### config.mk
export PLATFORM = sky130hd
export DESIGN_NAME = oam_dma
export DESIGN_NICKNAME = d
export VERILOG_FILES = /design/src/rtl/oam_dma.sv
export SDC_FILE = /design/constraint.sdc
export NUM_CORES = 1
export LEC_CHECK = 0
export CAP_MARGIN = 20
export CORE_ASPECT_RATIO = 0.7
export CORE_MARGIN = 2
export CORE_UTILIZATION = 45
export CTS_CLUSTER_SIZE = 28
export DETAILED_ROUTE_END_ITERATION = 7
export DONT_BUFFER_PORTS = 1
export GPL_TIMING_DRIVEN = 1
export SYNTH_ARGS = -nofsm -noshare
export SYNTH_HDL_FRONTEND = slang
export SYNTH_SLANG_ARGS = --single-unit
### constraint.sdc
create_clock -name clk -period 5.1 [get_ports clk]
set_input_delay 1.02 -clock clk [delete_from_list [all_inputs] [get_ports clk]]
set_output_delay 1.02 -clock clk [all_outputs]
set_load 0.02 [all_outputs]
### src/rtl/oam_dma.sv
// oam_dma: sysbus initiator copying one 256-byte page into the OAM data port.
// Optional `OAMDMA_ALIGN_EN: an odd-cycle trigger adds a DUMMY so READs start on fixed parity.
module oam_dma #(
    parameter int                ADDR_N   = 16,
    parameter int                DATA_N   = 8,
    parameter logic [ADDR_N-1:0] DMA_REG  = 16'h4014,
    parameter logic [ADDR_N-1:0] DST_ADDR = 16'h2004
) (
    input  logic              clk,
    input  logic              reset,
    input  logic [ADDR_N-1:0] cpu_addr,
    input  logic [DATA_N-1:0] cpu_data,
    input  logic              cpu_we,
    output logic              cpu_rdy,
    output logic              dma_active,
    output logic [ADDR_N-1:0] dma_addr,
    output logic              dma_we,
    output logic [DATA_N-1:0] dma_wdata,
    input  logic [DATA_N-1:0] dma_rdata
);
    // Source address is {page, idx}; idx wraps inside the page and never carries.
    localparam int IDX_N = ADDR_N - DATA_N;

    typedef enum logic [1:0] {S_IDLE, S_DUMMY, S_READ, S_WRITE} state_t;

    state_t            r_state;
    logic [DATA_N-1:0] r_page;
    logic [IDX_N-1:0]  r_idx;
    logic              r_cpu_rdy;
    logic              r_active;
    logic [ADDR_N-1:0] r_addr;
    logic              r_we;
    logic [DATA_N-1:0] r_wdata;

    logic              w_trigger;
    logic              w_last;
    logic [IDX_N-1:0]  w_idx_nxt;

    assign w_trigger = cpu_we && (cpu_addr == DMA_REG);
    assign w_last    = (r_idx == {IDX_N{1'b1}});
    assign w_idx_nxt = r_idx + IDX_N'(1);

    assign cpu_rdy    = r_cpu_rdy;
    assign dma_active = r_active;
    assign dma_addr   = r_addr;
    assign dma_we     = r_we;
    assign dma_wdata  = r_wdata;

`ifdef OAMDMA_ALIGN_EN
    logic r_parity;
    logic r_extra;

    always_ff @(posedge clk or posedge reset) begin
        if (reset) r_parity <= 1'b0;
        else       r_parity <= ~r_parity;
    end
`endif

    always_ff @(posedge clk or posedge reset) begin
        if (reset) begin
            r_state   <= S_IDLE;
            r_page    <= '0;
            r_idx     <= '0;
            r_cpu_rdy <= 1'b1;
            r_active  <= 1'b0;
            r_addr    <= '0;
            r_we      <= 1'b0;
            r_wdata   <= '0;
`ifdef OAMDMA_ALIGN_EN
            r_extra   <= 1'b0;
`endif
        end else begin
            case (r_state)
                S_IDLE: begin
                    if (w_trigger) begin
                        r_page    <= cpu_data;
                        r_idx     <= '0;
                        r_state   <= S_DUMMY;
                        r_cpu_rdy <= 1'b0;
                        r_active  <= 1'b1;
                        r_addr    <= '0;
                        r_we      <= 1'b0;
`ifdef OAMDMA_ALIGN_EN
                        r_extra   <= r_parity;
`endif
                    end
                end
                S_DUMMY: begin
`ifdef OAMDMA_ALIGN_EN
                    if (r_extra) begin
                        r_extra <= 1'b0;
                    end else begin
                        r_state <= S_READ;
                        r_addr  <= {r_page, r_idx};
                    end
`else
                    r_state <= S_READ;
                    r_addr  <= {r_page, r_idx};
`endif
                end
                S_READ: begin
                    r_wdata <= dma_rdata;
                    r_addr  <= DST_ADDR;
                    r_we    <= 1'b1;
                    r_state <= S_WRITE;
                end
                S_WRITE: begin
                    r_we <= 1'b0;
                    if (w_last) begin
                        r_state   <= S_IDLE;
                        r_cpu_rdy <= 1'b1;
                        r_active  <= 1'b0;
                        r_addr    <= '0;
                        r_wdata   <= '0;
                    end else begin
                        r_idx   <= w_idx_nxt;
                        r_addr  <= {r_page, w_idx_nxt};
                        r_state <= S_READ;
                    end
                end
                default: r_state <= S_IDLE;
            endcase
        end
    end

endmodule

## Word level (Yosys, flattened, before mapping)

Index checks and enable logic that the tools add are counted.

| storage, ports and cells | value |
|---|---|
| bits in registers | 45 |
| input bits | 35 |
| output and inout port bits | 27 |

| operators by class | value |
|---|---|
| add/sub/neg operators | 1 |
| equality and inequality tests | 8 |
| multiplexer cells | 18 |
| reductions and logical operators | 10 |

Operators by type and width:

| kind | count |
|---|---|
| 16-bit case mux with 4 select lines | 1 |
| 16-bit two-way mux | 2 |
| 8-bit case mux with 2 select lines | 2 |
| 8-bit two-way mux | 3 |
| 16-bit by 15-bit equality test with 1-bit output, second input constant | 1 |
| 8-bit by 1-bit adder with 8-bit output, second input constant | 1 |
| 8-bit equality test, second input constant | 1 |
| 2-bit case mux with 4 select lines | 1 |
| 2-bit != test, second input constant | 3 |
| 2-bit AND reduction | 3 |
| 3-bit AND reduction | 2 |
| 2-bit equality test, second input constant | 2 |
| 1-bit two-way mux | 4 |
| 2-bit two-way mux | 2 |
| 1-bit case mux with 2 select lines | 2 |
| 2-bit nonzero test | 2 |
| 1-bit case mux with 3 select lines | 1 |
| 3-bit nonzero test | 1 |
| 2-bit by 1-bit equality test with 1-bit output, second input constant | 1 |
| 2-bit zero test | 1 |
| 1-bit logical AND | 1 |

## Longest topological paths before layout

Gate-level depths: netlist (run 1).

| depth | value |
|---|---|
| depth in word-level cells | 4 |
| gate-level depth with buffers | 6 |

## Worst setup path before layout (run 1)

OpenSTA, ideal clock, no wires.

| path | value |
|---|---|
| path type | in2reg |
| from | input port cpu_addr[10] |
| to | register r_page[4] |
| arrival | 2.167 ns |
| data required time | 4.973 ns |
| setup slack | 2.805 ns |
| stages | 5 |
| path buffers | 1 |
| cells stage by stage | nor4_4 > nand4_4 > nor2_4 > buf_4 > mux2_1 |

| between the ends | value |
|---|---|
| word-level cells in the longest chain between the ends | 3 |

Ends and longest elaborated chain:

| what | RTL line | RTL |
|---|---|---|
| start: declaration | 11 | `input logic [ADDR_N-1:0] cpu_addr,` |
| 16-bit by 15-bit equality test with 1-bit output | 39 | `assign w_trigger = cpu_we && (cpu_addr == DMA_REG);` |
| 1-bit logical AND | 39 |  |
| 2-bit AND reduction (no line) | n/a |  |
| end signal: assignment | 76 | `r_page <= cpu_data;` |
| end: declaration | 27 | `logic [DATA_N-1:0] r_page;` |

Every way passes these cells.
A chain may end at the register's enable or synchronous reset.

## Worst setup path in the final report (run 1)

| path | value |
|---|---|
| from | input port cpu_addr[5] |
| to | register r_page[6] |

The elaborated chain is that of the path after synthesis.

==> flow_summary.json, run 1 <==
{
  "cts.path.max_buffers": 2,
  "fin_area_um2": 2240,
  "synth_flop_cell": "dfrtp_1",
  "synth_fp_nets": 220,
  "htreeDepth": 2,
  "worstSkewPairLatency_ns": 0.29,
  "cts_buffers": 5,
  "peakVddDrop_uv": 248,
  "r2r_start": "r_idx[0]",
  "rows": 20,
  "ys_ff_latch": 45,
  "drt-total-wl_mm": 4.56,
  "postCtsSetupBuffers": 0,
  "fin_ws_ns": 2.97,
  "syn_inst": 184,
  "cts.clk_slew.worst_paths_ns": 0.08,
  "hpwl_mm": 3.29,
  "maxSlewViolCount": 0,
  "cp-end-kind": "register",
  "die-area_um2": 5200,
  "grt_use_total_pct": 18.1,
  "place_ws_ns": 2.63,
  "ys_seq_area_share_pct": 54.1,
  "grt.overflow.total": 0,
  "fp.dieH_um": 60.9,
  "io_buffers": 0,
  "initial_core_util_pct": 47.3,
  "final_cell_mix": "44 x dfrtp_1, 24 x nand2_1, 14 x o21ai_0",
  "fin_tns_setup_ns": 0,
  "area_growth_pct": 7.51,
  "hold_class": "register to register",
  "vias_per_cell": 6.27,
  "final_common_cell": "dfrtp_1",
  "crit_chain": "nor4_2, nand3_2, nor2_4, mux2_2",
  "hold_slack_ns": 0.494,
  "tightest_slew_ns": 0.671,
  "synth_mux_area_share_pct": 4.33,
  "final_util_pct": 50.8,
  "synth_top_family_by_area": "compound AO/OA/AOI/OAI gates",
  "dieWidth_um": 85.3,
  "grt_pass1_vias": 1431,
  "fmax_ghz": 0.470,
  "num_antenna_cells": 0,
  "cap_violations": 0,
  "worstHoldStart": "r_page[4]",
  "synth.avg_cell_area_um2": 11.3,
  "synth_fa_ha_area_share_pct": 0.601,
  "leakage_nw": 0.982,
  "critPathLaunchType": "input port",
  "cp_top_family": "simple AND/OR/NAND/NOR gates",
  "ant_nets": 0,
  "worstSetupPathType": "input port to register",
  "finalSetupViolations": 0,
  "ctsHoldBuffers": 0,
  "fillCellCount": 407,
  "grt_max_degree": 30,
  "synth-xor-area-share_pct": 1.26,
  "slew_headroom_pct": 55.1,
  "core_area_um2": 4400,
  "p_per_area_nw_per_um2": 577,
  "total_power_mw": 1.29,
  "drc": 0,
  "synth-edff-count": 0,
  "crit_fanout": 16,
  "startpoint": "cpu_addr[5]",
  "placed_cells": 232,
  "dr.pass1.iters": 4,
  "synthSimpleGateAreaFrac_pct": 15.0,
  "r2r_slack_ns": 3.08,
  "finClkSkew_ns": 0.00313,
  "dpl_cell_area_um2": 2120,
  "post-route-period-util_pct": 41.7,
  "synthArstFlopShare_pct": 100,
  "antenna_found_initial": 0,
  "synth_compound_area_share_pct": 21.1,
  "grt_pass1_wl_mm": 7.20,
  "rsz0062_at_grt": "no",
  "required_ns": 5.28,
  "cts.sinks": 45,
  "drive_above_1_share_pct": 17.8,
  "fin_cells": 240,
  "root_buffer": "clkbuf_8",
  "outcome": "complete, no violations",
  "hold_violations": 0,
  "ys.warnings.count": 0,
  "wl_per_cell_um": 19.0,
  "fin_crit_ns": 2.13,
  "synth.distinct_cells": 49,
  "vias": 1505,
  "cts_resized": 0,
  "place_congestion": 0.824,
  "crit_slowest_cell": "mux2_2",
  "layout.nets": 220,
  "critPathMaxStageDelay_ns": 0.39,
  "cp.buffers_inverters": 0,
  "synth_area_um2": 2080,
  "cp.arrival_ns": 2.31,
  "drt-initial-drc-count": 106,
  "ioPinCount": 62,
  "cts_tree": "built"
}
## where the power goes
group | internal, mW | total [mW] | switching (mW)
Clock | 0.159 | 0.282 | 0.122
Combinational | 0.144 | 0.341 | 0.197
Sequential | 0.459 | 0.669 | 0.210
## cell families after synthesis
family | Yosys count
DFF | 45
AOI/OAI and AO/OA | 59
and+or+nand+nor | 53
xor gates and xnor gates | 3
adders and majority gates | 1
buffers and inverters | 15
muxes | 8
## Yosys cell counts (2+ instances only)
master    number  area share, %
mux2_1         2            1.1
a31o_1         2           0.84
o211ai_1       3            1.1
o22ai_1        6            1.8
nor2_1         5           0.90
nor2b_1        2           0.60
xnor2_1        2           0.84
nand3_1        5            1.2
and2_1         2           0.60
o21ai_0       14            3.4
a21o_1         2           0.72
mux2_2         6            3.2
a31oi_1        3           0.90
a32o_2         7            3.8
a21oi_1        4           0.96
a311oi_1       2           0.84
inv_1          5           0.90
clkbuf_1       3           0.54
a22o_1         8            3.4
nor3_1         2           0.48
buf_2          4           0.96
dfrtp_1       44             53
nand2_1       24            4.3
nor4_1         2           0.60
## final timing paths
kind / cells after the start / to
setup / recovery: 4 / r_page[6]
hold / removal: 1 / dma_addr[12]
setup reg to reg: 5 / dma_addr[9]
hold reg to reg: 1 / dma_addr[12]
max in group asynchronous: 2 / cpu_rdy
min in group asynchronous: 1 / dma_wdata[3]
## worst reg2reg max path, stage by stage, from the launching register on
cell	delay, ns
dfrtp_1	0.47
ha_1	0.33
nand3_1	0.18
nor2_1	0.36
a21oi_1	0.28
a32o_2	0.30
## cell type report
type | count | area [um^2] | share of cell area (%)
timing repair buffer | 3 | 22.5 | 1.01
clock buffer | 6 | 82.6 | 3.69
tap | 55 | 68.8 | 3.07
multi-input combinational | 124 | 881 | 39.4
sequential | 45 | 1130 | 50.4
inverter | 5 | 18.8 | 0.838
clock inverter | 2 | 37.5 | 1.68
## routing by layer
layer	vias to the layer above	part of all wire, %	GRT usage, %
met1	726	46	24.7
met3	6	9.3	6.26
met2	79	44	27.9
li1	694	-	-
met5	-	0	0
met4	0	0.68	4.76
## state kept, by name (all words and copies together) (netlist names)
register,flops
dma_addr,16
dma_wdata,8
r_idx,8
r_page,8
r_state,2
cpu_rdy,1
dma_active,1
dma_we,1
Note: power is estimated with default switching activity, not from simulation.
==> run 2, diff against run 1 <==
==> constraint.sdc (replaced) <==
create_clock -name clk -period 2 [get_ports clk]
set_input_delay 0.4 -clock clk [delete_from_list [all_inputs] [get_ports clk]]
set_output_delay 0.4 -clock clk [all_outputs]
set_load 0.02 [all_outputs]
==> run 2 against run 1 <==
Against the previous run:
- global-route usage stayed put
- first-iteration DRC count up 11%
- non-clock buffer count is 6 higher
- combinational power rose to 2.9 times the previous value
- sequential share of layout area is 0.61 points lower
- clock skew is 0.0025 ns higher
- critical path depth grew 1
- sequential cell count unchanged
- power increased by 150%
- cell count increased by 2.5%
- sequential power increased by 150%
- critical path type is now register to register
- critical endpoint is now dma_addr[9]
- largest cell class unchanged
==> flow_summary.json, run 2 (synthesis results as in run 1) <==
{
  "outcome": "complete, no violations",
  "hold_slack_ns": 0.0125,
  "final_cell_mix": "44 x dfrtp_1, 24 x nand2_1, 14 x o21ai_0",
  "io_buffers": 0,
  "crit_fanout": 7,
  "hold_class": "input port to async pin",
  "final_common_cell": "dfrtp_1",
  "finalSetupViolations": 0,
  "grt_use_total_pct": 18.1,
  "maxSlewViolCount": 0,
  "drt-initial-drc-count": 118,
  "tightest_slew_ns": 0.702,
  "core_area_um2": 4400,
  "ant_nets": 0,
  "cp-end-kind": "register",
  "cts.clk_slew.worst_paths_ns": 0.09,
  "grt_max_degree": 28,
  "worstSkewPairLatency_ns": 0.29,
  "ctsHoldBuffers": 0,
  "peakVddDrop_uv": 794,
  "dieWidth_um": 85.3,
  "fin_ws_ns": 0.0974,
  "antenna_found_initial": 0,
  "num_antenna_cells": 0,
  "rows": 20,
  "finClkSkew_ns": 0.00561,
  "cts.sinks": 45,
  "grt_pass1_vias": 1502,
  "vias_per_cell": 6.04,
  "fin_crit_ns": 1.90,
  "fillCellCount": 382,
  "cp.arrival_ns": 2.09,
  "ioPinCount": 62,
  "dpl_cell_area_um2": 2180,
  "cap_violations": 0,
  "slew_headroom_pct": 52.9,
  "root_buffer": "clkbuf_8",
  "place_ws_ns": 0.157,
  "worstSetupPathType": "register to register",
  "cts_resized": 0,
  "die-area_um2": 5200,
  "drive_above_1_share_pct": 20.4,
  "hpwl_mm": 3.42,
  "initial_core_util_pct": 47.3,
  "vias": 1486,
  "required_ns": 2.19,
  "area_growth_pct": 8.83,
  "wl_per_cell_um": 18.7,
  "layout.nets": 226,
  "largest_reg_flops": 16,
  "drt-total-wl_mm": 4.59,
  "rsz0062_at_grt": "yes",
  "fin_area_um2": 2270,
  "cts.path.max_buffers": 2,
  "drc": 0,
  "hold_violations": 0,
  "post-route-period-util_pct": 95.1,
  "p_per_area_nw_per_um2": 1420,
  "cts_tree": "built",
  "htreeDepth": 2,
  "place_congestion": 0.883,
  "cts_buffers": 5,
  "leakage_nw": 1.00,
  "critPathLaunchType": "register",
  "fp.dieH_um": 60.9,
  "fin_tns_setup_ns": 0,
  "grt_pass1_wl_mm": 7.18,
  "dr.pass1.iters": 4,
  "fmax_ghz": 0.526,
  "total_power_mw": 3.21,
  "grt.overflow.total": 0
}
## run 2: changes by cell type in the layout (fill, tap and decap cells not counted)
| cell | change |
|---|---|
| clkinv_2 | +1 |
| bufinv_16 | -1 |
| buf_12 | +1 |
| buf_4 | +5 |
| inv_6 | +1 |
| clkbuf_8 | -1 |
## run 2: power by group
| group | internal (mW) | leakage (nW) | switching (mW) |
|---|---|---|---|
| clock | 0.248 | 0.0445 | 0.308 |
| sequential | 1.17 | 0.580 | 0.483 |
| combinational | 0.429 | 0.379 | 0.573 |
## run 2: path summary, 6_finish.rpt
check,from,to,slack [ns],cells past startpoint
worst max-delay path,r_idx[0],dma_addr[9],0.1,5
worst min-delay path,reset,dma_addr[5],0.01,1
worst max register to register,r_idx[0],dma_addr[9],0.1,5
worst min register to register,r_page[4],r_page[4],0.49,1
max in group asynchronous,reset,cpu_rdy,1.40,2
min in group clk,cpu_data[4],r_page[4],0.24,1
## run 2: final cells by class
class | instances | area [um^2] | share of cell area [%]
sequential | 45 | 1130 | 49.8
clock buffer | 5 | 68.8 | 3.04
inverter | 5 | 18.8 | 0.828
timing repair buffer | 9 | 80.1 | 3.53
clock inverter | 3 | 21.3 | 0.939
tap | 55 | 68.8 | 3.04
multi-input combinational | 124 | 881 | 38.9
## run 2: through the flow
stage | util (%) | std cells
global placement | 49.4 | 238
global route | 51.4 | 246
CTS | 51.4 | 246
finish | 51.4 | 246
floorplan | - | 184
detailed placement | 49.4 | 238
## run 2: critical path, stage by stage (launching register included)
cell and delay, ns:
dfrtp_1 0.45, ha_1 0.31, nand3_1 0.18, nor2_1 0.30, a21oi_1 0.26, a32o_2 0.29
## run 2: what timing repair did
item                                   in CTS  in global routing
setup endpoints to repair                   0                  8
endpoints found under the hold margin       0                  0
buffers inserted                            0                  0
## run 2: per-layer routing
metal / up-vias / wire length (um) / GRT usage, %
li1: 696 / - / -
met1: 733 / 2190 / 24.7
met2: 55 / 2030 / 27.8
met3: 2 / 365 / 5.99
met4: 0 / 15 / 5.44
met5: - / 0 / 0
==> run 3, diff against run 2 <==
==> constraint.sdc (replaced) <==
create_clock -name clk -period 1.9 [get_ports clk]
set_input_delay 0.38 -clock clk [delete_from_list [all_inputs] [get_ports clk]]
set_output_delay 0.38 -clock clk [all_outputs]
set_load 0.02 [all_outputs]
==> run 3 against run 2 <==
Against the previous run:
- clock skew shrank 0.0012 ns
- sequential power rose by 5%
- highest routed layer unchanged
- via count grew 4.2%
- register-to-register slack gained 0.06 ns
==> flow_summary.json, run 3 (synthesis results as in run 1) <==
{
  "outcome": "complete, no violations",
  "cts.clk_slew.worst_paths_ns": 0.08,
  "leakage_nw": 1.03,
  "grt_max_degree": 31,
  "core_area_um2": 4400,
  "grt_use_total_pct": 19.0,
  "num_antenna_cells": 0,
  "finalSetupViolations": 0,
  "required_ns": 2.13,
  "pwr-share-clk_pct": 21.1,
  "dpl_cell_area_um2": 2190,
  "ioPinCount": 62,
  "switching_share_pct": 40.6,
  "dieWidth_um": 85.3,
  "p_int_mw": 2.11,
  "fmax_ghz": 0.574,
  "rows": 20,
  "postCtsSetupBuffers": 0,
  "worstSkewPairLatency_ns": 0.29,
  "ant_nets": 0,
  "p_per_area_nw_per_um2": 1530,
  "cts_buffers": 5,
  "tightest_slew_ns": 0.693,
  "cap_violations": 0,
  "area_growth_pct": 11.6,
  "drc": 0,
  "htreeDepth": 2,
  "drt-initial-drc-count": 107,
  "fin_tns_setup_ns": 0,
  "slew_headroom_pct": 53.6,
  "place_congestion": 0.856,
  "grt_pass1_wl_mm": 7.59,
  "io_buffers": 0,
  "power.switching_mw": 1.44,
  "critPathLaunchType": "register",
  "die-area_um2": 5200,
  "layout.nets": 229,
  "peakVddDrop_uv": 726,
  "cp.arrival_ns": 1.97,
  "finClkSkew_ns": 0.00446,
  "grt_pass1_vias": 1538,
  "final_cell_mix": "44 x dfrtp_1, 24 x nand2_1, 14 x o21ai_0",
  "cts_tree": "built",
  "post-route-period-util_pct": 91.7,
  "initial_core_util_pct": 47.3,
  "hold_violations": 0,
  "hold_class": "input port to register",
  "cts.path.max_buffers": 2,
  "worstSetupPathType": "register to register",
  "dr.pass1.iters": 4,
  "p_seq_share_pct": 49.0,
  "fin_area_um2": 2320,
  "fp.dieH_um": 60.9,
  "hold_slack_ns": 0.218,
  "drive_above_1_share_pct": 21.6,
  "largest_reg_flops": 16,
  "combinationalPowerShare_pct": 29.9,
  "grt.overflow.total": 0,
  "rsz0062_at_grt": "no",
  "cts.sinks": 45,
  "hpwl_mm": 3.44,
  "vias_per_cell": 6.22,
  "fin_ws_ns": 0.157,
  "root_buffer": "clkbuf_8",
  "cp-end-kind": "register",
  "vias": 1548,
  "antenna_found_initial": 0,
  "place_ws_ns": 0.106,
  "drt-total-wl_mm": 4.68,
  "crit_fanout": 7,
  "fin_crit_ns": 1.74,
  "maxSlewViolCount": 0,
  "wl_per_cell_um": 18.8,
  "final_common_cell": "dfrtp_1"
}
[run 3: cell type report]
type	instances	area, um^2
sequential	45	1130
clock buffer	6	82.6
fill	389	2080
clock inverter	2	37.5
timing repair buffer	12	105
inverter	5	18.8
tap	55	68.8
multi-input combinational	124	883
[run 3: final timing paths]
path,startpoint,end,slack [ns],cells after the start
min reg2reg,r_page[7],dma_addr[15],0.50,1
max reg2reg,r_idx[0],dma_addr[12],0.16,5
max in group asynchronous,reset,cpu_rdy,0.80,3
min in group asynchronous,reset,dma_wdata[3],0.52,2
max,r_idx[0],dma_addr[12],0.16,5
min,cpu_data[4],r_page[4],0.22,1
[run 3: metrics by stage]
step           util (%)  instances  total power [mW]
6_report           52.8        249              3.55
5_1_grt            52.8        249              3.77
4_1_cts            52.7        249              3.56
3_5_place_dp       49.7        240              2.80
3_3_place_gp       49.7        240              2.76
2_1_floorplan         -        184              2.46
[run 3: repair_timing]
item | CTS | global route
endpoints found under the hold margin | 15 | 0
setup endpoints to repair | 0 | 15
gates resized for setup | 0 | 1
hold buffers | 1 | 0
[run 3: layer usage]
layer	GRT usage, %	wire length, um	vias to the layer above
met5	0	0	-
met3	6.53	370	2
met4	5.44	15	0
met2	29.5	2100	72
li1	-	-	716
met1	25.6	2200	758
[run 3: power by group through the flow]
stage	Sequential, mW	Combinational, mW	Clock, mW
3_5_place_dp	1.75	1.05	0
6_report	1.74	1.06	0.748
3_3_place_gp	1.74	1.02	0
2_1_floorplan	1.63	0.831	0
5_1_grt	1.78	1.19	0.804
4_1_cts	1.74	1.06	0.766
[run 3: worst max-delay path, stage by stage (launching register included)]
cell     delay, ns
dfrtp_1       0.47
ha_1          0.25
nand3_1       0.16
nor2_2        0.10
a21oi_1       0.49
a32o_2        0.21
